===== src/rtl/multicycle_controller_pkg.sv =====
// multicycle_controller_pkg: state codes, instruction classes and control strobe bundle
package multicycle_controller_pkg;
   typedef enum logic [2:0] {
      S_IF  = 3'd0,
      S_ID  = 3'd1,
      S_EX  = 3'd2,
      S_MEM = 3'd3,
      S_WB  = 3'd4,
      S_RST = 3'd7
   } state_e;
   typedef enum logic [2:0] {
      C_RTYPE  = 3'd0,
      C_LOAD   = 3'd1,
      C_STORE  = 3'd2,
      C_BRANCH = 3'd3,
      C_JUMP   = 3'd4,
      C_OUTPUT = 3'd5,
      C_NOP    = 3'd6
   } class_e;
   localparam logic [3:0] OP_LHI = 4'd9;
   typedef struct packed {
      class_e cls;
      logic   link;
   } iclass_t;
   typedef struct packed {
      logic i_mem_req;
      logic ir_write;
      logic pc_write;
      logic pc_write_cond;
      logic d_mem_read;
      logic d_mem_write;
      logic reg_write;
      logic output_en;
   } ctrl_t;
endpackage


===== src/rtl/multicycle_controller_output_decode.sv =====
// mc_output_decode: combinational control strobes from state and registered class
module mc_output_decode
   import multicycle_controller_pkg::*;
(
   input  state_e     state,
   input  iclass_t    cls,
   input  logic       i_mem_ready,
   output ctrl_t      ctrl
);
   logic fetch_done;
   assign fetch_done = state == S_IF && i_mem_ready;
   always_comb begin
      ctrl               = '0;
      ctrl.i_mem_req     = state == S_IF;
      ctrl.ir_write      = fetch_done;
      ctrl.pc_write      = fetch_done || (state == S_EX && cls.cls == C_JUMP);
      ctrl.pc_write_cond = state == S_EX && cls.cls == C_BRANCH;
      ctrl.d_mem_read    = state == S_MEM && cls.cls == C_LOAD;
      ctrl.d_mem_write   = state == S_MEM && cls.cls == C_STORE;
      ctrl.reg_write     = state == S_WB;
      ctrl.output_en     = state == S_EX && cls.cls == C_OUTPUT;
   end
endmodule


===== src/rtl/multicycle_controller.sv =====
// multicycle_controller: IF/ID/EX/MEM/WB sequencer with class register and retired-instruction counter
module multicycle_controller
   import multicycle_controller_pkg::*;
(
   input  logic        clk,
   input  logic        reset,
   input  logic [2:0]  inst_type,
   input  logic [3:0]  opcode,
   input  logic        link,
   input  logic        i_mem_ready,
   input  logic        d_mem_ready,
   output logic        i_mem_req,
   output logic        ir_write,
   output logic        pc_write,
   output logic        pc_write_cond,
   output logic        d_mem_read,
   output logic        d_mem_write,
   output logic        reg_write,
   output logic        output_en,
   output logic [2:0]  state,
   output logic [15:0] num_inst
);
   state_e      state_q, state_d;
   iclass_t     cls_q, cls_d;
   logic [15:0] num_inst_q, num_inst_d;
   ctrl_t       ctrl;
   logic        to_wb;
   assign to_wb = cls_q.cls == C_RTYPE || (cls_q.cls == C_JUMP && cls_q.link)
                  || (cls_q.cls == C_LOAD && opcode == OP_LHI);
   always_comb begin
      state_d = S_RST;
      cls_d   = cls_q;
      case (state_q)
         S_RST: state_d = S_IF;
         S_IF:  state_d = i_mem_ready ? S_ID : S_IF;
         S_ID: begin
            cls_d.cls  = class_e'(inst_type);
            cls_d.link = link;
            state_d    = class_e'(inst_type) == C_NOP ? S_IF : S_EX;
         end
         S_EX:  state_d = to_wb ? S_WB : (cls_q.cls == C_LOAD || cls_q.cls == C_STORE) ? S_MEM : S_IF;
         S_MEM: state_d = !d_mem_ready ? S_MEM : cls_q.cls == C_LOAD ? S_WB : S_IF;
         S_WB:  state_d = S_IF;
         default: state_d = S_RST;
      endcase
      num_inst_d = num_inst_q + 16'(state_d == S_IF && state_q inside {S_ID, S_EX, S_MEM, S_WB});
   end
   always_ff @(posedge clk) begin
      if (reset) begin
         state_q    <= S_RST;
         cls_q      <= '{cls: C_NOP, link: 1'b0};
         num_inst_q <= '0;
      end else begin
         state_q    <= state_d;
         cls_q      <= cls_d;
         num_inst_q <= num_inst_d;
      end
   end
   mc_output_decode u_decode (
      .state       (state_q),
      .cls         (cls_q),
      .i_mem_ready (i_mem_ready),
      .ctrl        (ctrl)
   );
   // strobes are held low for the whole reset cycle so a pending request never completes
   assign {i_mem_req, ir_write, pc_write, pc_write_cond,
           d_mem_read, d_mem_write, reg_write, output_en} = reset ? '0 : ctrl;
   assign state    = state_q;
   assign num_inst = num_inst_q;
endmodule


===== config.mk =====
export PLATFORM = sky130hd
export DESIGN_NAME = multicycle_controller
export DESIGN_NICKNAME = d
export VERILOG_FILES = /design/src/rtl/multicycle_controller_pkg.sv /design/src/rtl/multicycle_controller_output_decode.sv /design/src/rtl/multicycle_controller.sv
export SDC_FILE = /design/constraint.sdc
export NUM_CORES = 1
export LEC_CHECK = 0
export ABC_AREA = 1
export CAP_MARGIN = 20
export CELL_PAD_IN_SITES_DETAIL_PLACEMENT = 0
export CELL_PAD_IN_SITES_GLOBAL_PLACEMENT = 2
export CORE_ASPECT_RATIO = 1.1
export CORE_MARGIN = 5
export CORE_UTILIZATION = 25
export DETAILED_ROUTE_END_ITERATION = 6
export PLACE_DENSITY_LB_ADDON = 0.1
export SLEW_MARGIN = 20
export SYNTH_ARGS = -nofsm -noshare
export SYNTH_HDL_FRONTEND = slang
export SYNTH_SLANG_ARGS = --single-unit
export TNS_END_PERCENT = 10

===== constraint.sdc =====
create_clock -name clk -period 3.4 [get_ports clk]
set_input_delay 0.85 -clock clk [delete_from_list [all_inputs] [get_ports clk]]
set_output_delay 0.85 -clock clk [all_outputs]
set_load 0.03 [all_outputs]

* Word level (Yosys, flattened, before mapping)
Index checks and enable logic that the tools add are counted.
** Word-level totals
- Register bits after elaboration :: 23
- Input bits :: 12
- Output and inout port bits :: 27
- Logic and storage cells :: 43
** Operators by class
- $add $sub $neg :: 1
- Equality and inequality tests :: 12
- Muxes and demuxes :: 8
- Reduce and logical (&&, ||, !) cells :: 18
** Operator list (number)
- 16-bit by 1-bit adder with 16-bit output :: 1
- 3-bit == test (second input constant) :: 5
- 3-bit one-hot mux with 5 select lines :: 1
- 3-bit by 2-bit == test with 1-bit output (second input constant) :: 4
- 1-bit logical AND :: 9
- 3-bit zero test :: 3
- 3-bit 2-to-1 mux :: 3
- 8-bit 2-to-1 mux :: 1
- 3-bit by 1-bit == test with 1-bit output (second input constant) :: 2
- 4-bit == test (second input constant) :: 1
- 1-bit logical OR :: 4
- 2-bit 2-to-1 mux :: 2
- 4-bit nonzero test :: 1
- 2-bit OR reduction :: 1
- 1-bit 2-to-1 mux :: 1

* Depth between registers and ports, before layout
Gate-level depths: netlist of run 1.
- Word-level depth :: 9
- Gate-level depth with buffers :: 18

* Modules after synthesis
Synthesis of run 1 repeated with hierarchy kept, for this count alone.
** Second synthesis, totals
- Cell total of the unflattened synthesis :: 214
- Area total of the unflattened synthesis :: 1325.0 um2
** Modules (own cells, without submodules)
- multicycle_controller :: instances 1, cells each 187, area an instance 1209.9 um2, sequential area each 460.4 um2
- mc_output_decode :: instances 1, cells each 27, area an instance 115.1 um2, sequential area each 0.0 um2

* Least setup slack after synthesis of run 1
No wires, ideal clock.
- Path type :: input to output
- From :: in reset
- To :: out output_en
- Data arrival time :: 1941 ps
- Required time :: 2550 ps
- Slack :: 609 ps
- Cell stages on the path :: 2
- Buffers on the path :: 1
- Cell sequence :: clkbuf_2 -> nor4_1
** Between the ends
- Word-level cells in the longest chain between the ends :: 1
** RTL lines
- start: declaration :: line multicycle_controller.sv:6 : input logic reset,
- 8-bit 2-to-1 mux :: line multicycle_controller.sv:67 : d_mem_read, d_mem_write, reg_write, output_en} = reset ? '0 : ctrl;
- end: declaration :: line multicycle_controller.sv:19 : output logic output_en,
Every way passes these cells.

* Worst setup path after layout of run 1
- From :: in i_mem_ready
- To :: out pc_write
** Between the ends
- Word-level cells in the longest chain between the ends :: 3
** RTL lines
- start: declaration :: line multicycle_controller.sv:10 : input logic i_mem_ready,
- 1-bit logical AND :: line multicycle_controller_output_decode.sv:11 : assign fetch_done = state == S_IF && i_mem_ready;
- 1-bit logical OR :: line multicycle_controller_output_decode.sv:16 : ctrl.pc_write = fetch_done || (state == S_EX && cls.cls == C_JUMP);
- 8-bit 2-to-1 mux :: line multicycle_controller.sv:67
- end: declaration :: line multicycle_controller.sv:14 : output logic pc_write,
Every way passes these cells.

==> flow_metrics.py, run 1 <==
metrics = {
    "sta": {
        "rsz0062_at_grt": "false",
        "whs_ns": 0.5025,
        "setup_slack_ns": 0.3020,
        "min_period_ns": 3.098,
        "tightest_slew_ns": 0.3170,
        "layout_worst_path_cycle_share_pct": 91.12,
        "max_freq_mhz": 322.8,
        "drv_slew": 0,
        "skew_ns": 0.001264,
        "setup_viol": 0,
        "max_slew_margin_pct": 78.80,
        "hold_viol_final": 0,
        "final.setup.tns_ns": 0,
    },
    "yosys": {
        "yosysSeqAreaShare_pct": 36.58,
        "yosys.area.top_type": "dfxtp_1",
        "synth_common_cells": "nor2_1 (39), nand2_1 (35), inv_1 (29), dfxtp_1 (23), nand3_1 (12)",
        "async_flop_share_pct": 0,
        "syn-num-nets": 209,
        "synth_area_leaders": "dfxtp_1 (37%), nor2_1 (12%), nand2_1 (10%)",
        "netlist_area_um2": 1259,
        "yosysMostFrequentCell": "nor2_1",
        "syn_inst": 195,
        "ys_ff_latch": 23,
        "synthFlopType": "dfxtp_1",
        "post_synth_num_cell_types": 29,
        "avgSynthCellArea_um2": 6.455,
        "synth-edff-count": 0,
        "yosys_warnings": 0,
        "synthDominantCellAreaShare_pct": 36.58,
    },
    "placed_design": {
        "gp_congestion": 0.8213,
        "portBuffers": 38,
        "dpl.hpwl_um": 2708,
        "place_ws_ns": 0.2898,
    },
    "clock_network": {
        "root_buffer": "clkbuf_8",
        "clock_sinks": 23,
        "clkLatencyLatePin_ns": 0.26,
        "cts_tree": "built",
        "cts_setup_buffers": 0,
        "htreeDepth": 1,
        "cts_made_buffers": 3,
        "cts-resized-gates": 0,
        "holdBufCountCts": 0,
        "clock_path_buffers": 2,
        "path_clk_slew_ns": 0.08,
    },
    "global_route": {
        "grt_max_degree": 15,
        "grt_pass1_wl_um": 5940,
        "antenna_found_initial": 0,
        "gr-total-overflow": 0,
        "grt_util_all_layers_pct": 10.91,
        "grt_pass1_vias": 1282,
    },
    "worst_setup_path": {
        "cp.buffers_inverters": 2,
        "cp-start-kind": "input pin",
        "cp_common_cell": "clkdlybuf4s50_1",
        "cpPeakStageDelay_ns": 0.69,
        "path_delay_family": "buffers and inverters",
        "worstPathArrival_ns": 2.25,
        "cp-end-kind": "primary output",
        "worstPathRequired_ns": 2.55,
        "slowest_stage": "clkdlybuf4s50_1",
        "critPathMaxFanout": 3,
        "path_cells": "clkdlybuf4s50_1, nand2_1, a21oi_1, clkdlybuf4s50_1",
        "worstSetupPathType": "input pin to primary output",
    },
    "floorplanning": {
        "start_util_pct": 25.52,
        "core_area_um2": 4932,
        "ios": 39,
        "row_count": 27,
        "dieWidth_um": 77.66,
        "dieArea_um2": 6556,
        "die_h_um": 84.42,
    },
    "route": {
        "dr.pass1.iters": 4,
        "drt-initial-drc-count": 32,
        "ant_nets": 0,
        "vias": 1306,
        "avgViaCountPerCell": 4.427,
        "wl_per_cell_um": 11.55,
        "drcViolationCount": 0,
        "totalWireLength_um": 3407,
    },
    "flow_run": {
        "cap_violations": 0,
    },
    "worst_hold_path": {
        "hold_class": "flip-flop to flip-flop",
    },
    "power_and_ir_drop": {
        "ir_drop_uv": 131.7,
        "cellPowerDensity_nw_per_um2": 392.5,
        "leakage_nw": 0.7370,
    },
    "layout": {
        "area_delta_synth_final_pct": 39.07,
        "fillCellCount": 549,
        "n_antenna_cell": 0,
        "finalNetCount": 252,
        "drive_gt1_share_pct": 11.39,
    },
    "status": {
        "status": "complete, no violations",
    },
}
[registers in the layout, indices dropped and copies added, names as in the netlist]
| signal | count |
|---|---|
| num_inst | 16 |
| state | 3 |
| cls_q | 4 |
[metrics by stage]
step	util [%]	std cells	area, µm²	total power, mW
2_1_floorplan	-	195	1259	0.4471
3_3_place_gp	34.58	291	1705	0.5215
3_5_place_dp	34.58	291	1705	0.5229
4_1_cts	35.49	295	1750	0.7000
5_1_grt	35.49	295	1750	0.7339
6_report	35.49	295	1750	0.6871
[cells by family after synthesis]
| logic type | count (synthesis) | synth area share (%) |
|---|---|---|
| AO/OA/AOI/OAI | 25 | 10.73 |
| XOR/XNOR | 2 | 1.392 |
| flip-flops | 23 | 36.58 |
| AND/OR/NAND/NOR | 106 | 38.07 |
| adder cells (fa/ha/maj) | 2 | 1.988 |
| buffers and inverters | 37 | 11.23 |
[cells in the final DEF (no fill, tap or decap), drive strengths merged]
cell	n
nor2	44
a21oi	11
clkinv	1
o21ai	10
xor2	1
or2	2
inv	33
o211ai	2
xnor2	1
dfxtp	23
nand2	40
o21bai	1
ha	2
nand4	3
nor3	2
o21a	1
nand3	13
clkbuf	4
buf	9
nor4	2
clkdlybuf4s50	32
[routing by layer]
layer | vias up | share of wire (%) | GRT usage [%]
met2 | 30 | 51 | 19.06
met3 | 4 | 4.3 | 2.146
met5 | - | 0 | 0
met4 | 0 | 1.5 | 4.375
li1 | 692 | - | -
met1 | 580 | 44 | 12.87
[where the power goes]
group / switching (mW) / internal (mW)
registers: 0.0245 / 0.292
logic: 0.118 / 0.0797
clock network: 0.0889 / 0.0836
[worst min-delay path: stages, from the launching register on]
cell	delay, ns
dfxtp_1	0.32
nor2_1	0.09
nor2_1	0.05
[final timing paths]
path	startpoint	depth (start not counted)	slack, ns	to
max	i_mem_ready	4	0.30	pc_write
min	cls_q[0]	2	0.50	cls_q[0]
max reg2reg	state[2]	15	1.10	num_inst[12]
min reg2reg	cls_q[0]	2	0.50	cls_q[0]
[final cells by class]
| type | instances | area (µm²) | area share [%] |
|---|---|---|---|
| Inverter | 34 | 127.6 | 7.291 |
| Clock buffer | 4 | 45.04 | 2.573 |
| Tap cell | 58 | 72.57 | 4.146 |
| Multi-Input combinational cell | 135 | 656.9 | 37.53 |
| Sequential cell | 23 | 460.4 | 26.30 |
| Timing Repair Buffer | 41 | 387.9 | 22.16 |
(Power assumes the default switching activity.)
==> run 2: changes to the inputs <==
--- a/config.mk
+++ b/config.mk
@@ -10,7 +10,7 @@
 export CELL_PAD_IN_SITES_DETAIL_PLACEMENT = 0
 export CELL_PAD_IN_SITES_GLOBAL_PLACEMENT = 2
 export CORE_ASPECT_RATIO = 1.1
-export CORE_MARGIN = 5
+export CORE_MARGIN = 2
 export CORE_UTILIZATION = 25
 export DETAILED_ROUTE_END_ITERATION = 6
 export PLACE_DENSITY_LB_ADDON = 0.1
==> run 2 against run 1 <==
Clock power barely moved. Critical path depth is the same. Combinational power about the same. Via count rose by 0.54%. Total power grew 0.23%. Cell area unchanged. Cell count is the same.
==> flow_metrics.py, run 2 (synthesized netlist as in run 1, its figures left out) <==
metrics = {
    "clock_network": {
        "htreeDepth": 1,
        "cts_setup_buffers": 0,
        "clock_path_buffers": 2,
        "holdBufCountCts": 0,
        "clkLatencyLatePin_ns": 0.27,
        "root_buffer": "clkbuf_8",
        "clock_sinks": 23,
        "cts_made_buffers": 3,
        "cts_tree": "built",
        "cts-resized-gates": 0,
        "path_clk_slew_ns": 0.09,
    },
    "worst_setup_path": {
        "timing.rr.start": "state[2]",
        "worstSetupPathType": "input pin to primary output",
        "cp-start-kind": "input pin",
        "path_cells": "clkdlybuf4s50_1, nand2_1, a21oi_1, clkdlybuf4s50_1",
        "cpPeakStageDelay_ns": 0.69,
        "cp-end-kind": "primary output",
        "worstPathRequired_ns": 2.55,
        "slowest_stage": "clkdlybuf4s50_1",
        "worstPathArrival_ns": 2.24,
        "critPathMaxFanout": 3,
        "crit_path_start": "i_mem_ready",
        "worst-r2r-setup-slack_ns": 1.11,
        "cp_common_cell": "clkdlybuf4s50_1",
    },
    "floorplanning": {
        "core_area_um2": 4932,
        "start_util_pct": 25.52,
        "die_h_um": 78.42,
        "ios": 39,
        "dieArea_um2": 5619,
        "row_count": 27,
        "dieWidth_um": 71.66,
    },
    "sta": {
        "whs_ns": 0.4965,
        "tightest_slew_ns": 0.3194,
        "final.setup.tns_ns": 0,
        "setup_viol": 0,
        "max_freq_mhz": 323.3,
        "drv_slew": 0,
        "rsz0062_at_grt": "false",
        "hold_viol_final": 0,
        "max_slew_margin_pct": 78.64,
        "min_period_ns": 3.093,
        "skew_ns": 0.008377,
        "layout_worst_path_cycle_share_pct": 90.96,
    },
    "flow_run": {
        "cap_violations": 0,
    },
    "placed_design": {
        "dpl.hpwl_um": 2581,
        "gp_congestion": 0.7536,
        "portBuffers": 38,
    },
    "route": {
        "totalWireLength_um": 3274,
        "wl_per_cell_um": 11.10,
        "drcViolationCount": 0,
        "dr.pass1.iters": 4,
        "vias": 1313,
        "drt-initial-drc-count": 38,
        "avgViaCountPerCell": 4.451,
        "ant_nets": 0,
    },
    "layout": {
        "area_delta_synth_final_pct": 39.07,
        "layout_common_cells": "nor2_1 (39), nand2_1 (35), clkdlybuf4s50_1 (32)",
        "final_common_cell": "nor2_1",
        "drive_gt1_share_pct": 11.39,
        "n_antenna_cell": 0,
        "largest_reg_flops": 16,
        "finalNetCount": 252,
    },
    "worst_hold_path": {
        "hold_class": "flip-flop to flip-flop",
        "worstHoldStart": "cls_q[0]",
    },
    "global_route": {
        "antenna_found_initial": 0,
        "gr-total-overflow": 0,
        "grt_pass1_wl_um": 5451,
        "grt_util_all_layers_pct": 12.10,
        "grt_pass1_vias": 1285,
        "grt_max_degree": 15,
    },
    "power_and_ir_drop": {
        "ir_drop_uv": 176.0,
        "leakage_nw": 0.7370,
        "cellPowerDensity_nw_per_um2": 393.4,
    },
    "status": {
        "status": "complete, no violations",
    },
}
## run 2: worst max-delay path: cells and delay by family
family | cells | cell delay, ns
compound gates | 1 | 0.16
buf+inv | 2 | 1.15
simple gates | 1 | 0.08
## run 2: where the power goes
part | leakage (nW) | internal [mW] | switching [mW]
Clock | 0.0228 | 0.0838 | 0.0913
Combinational | 0.527 | 0.0797 | 0.117
Sequential | 0.187 | 0.292 | 0.0243
Total | 0.737 | 0.456 | 0.233
## run 2: layout make-up
class | instances | area [µm²]
Multi-Input combinational cell | 135 | 656.9
Fill cell | 548 | 3182
Clock buffer | 4 | 45.04
Sequential cell | 23 | 460.4
Tap cell | 58 | 72.57
Inverter | 34 | 127.6
Timing Repair Buffer | 41 | 387.9
## run 2: per-stage QoR
stage | total power, mW | util, % | worst slack, ns | cells | instance area (µm²)
finish | 0.6886 | 35.49 | 0.3073 | 295 | 1750
global route | 0.7353 | 35.49 | 0.2074 | 295 | 1750
CTS | 0.7022 | 35.49 | 0.2871 | 295 | 1750
detailed placement | 0.5211 | 34.58 | 0.2922 | 291 | 1705
global placement | 0.5208 | 34.58 | 0.2992 | 291 | 1705
floorplan | 0.4471 | - | 0.6087 | 195 | 1259
## run 2: layer usage
metal  track usage (%)  vias up  share of wire (%)
li1                  -      692                  -
met3             2.054        8                5.2
met5                 0        -                  0
met2             22.04       35                 51
met1             13.52      578                 42
met4             5.472        0                2.4
## run 2: final timing paths
path | cells past startpoint | endpoint
setup / recovery | 4 | pc_write
hold reg to reg | 2 | cls_q[0]
setup reg to reg | 15 | num_inst[12]
hold / removal | 2 | cls_q[0]
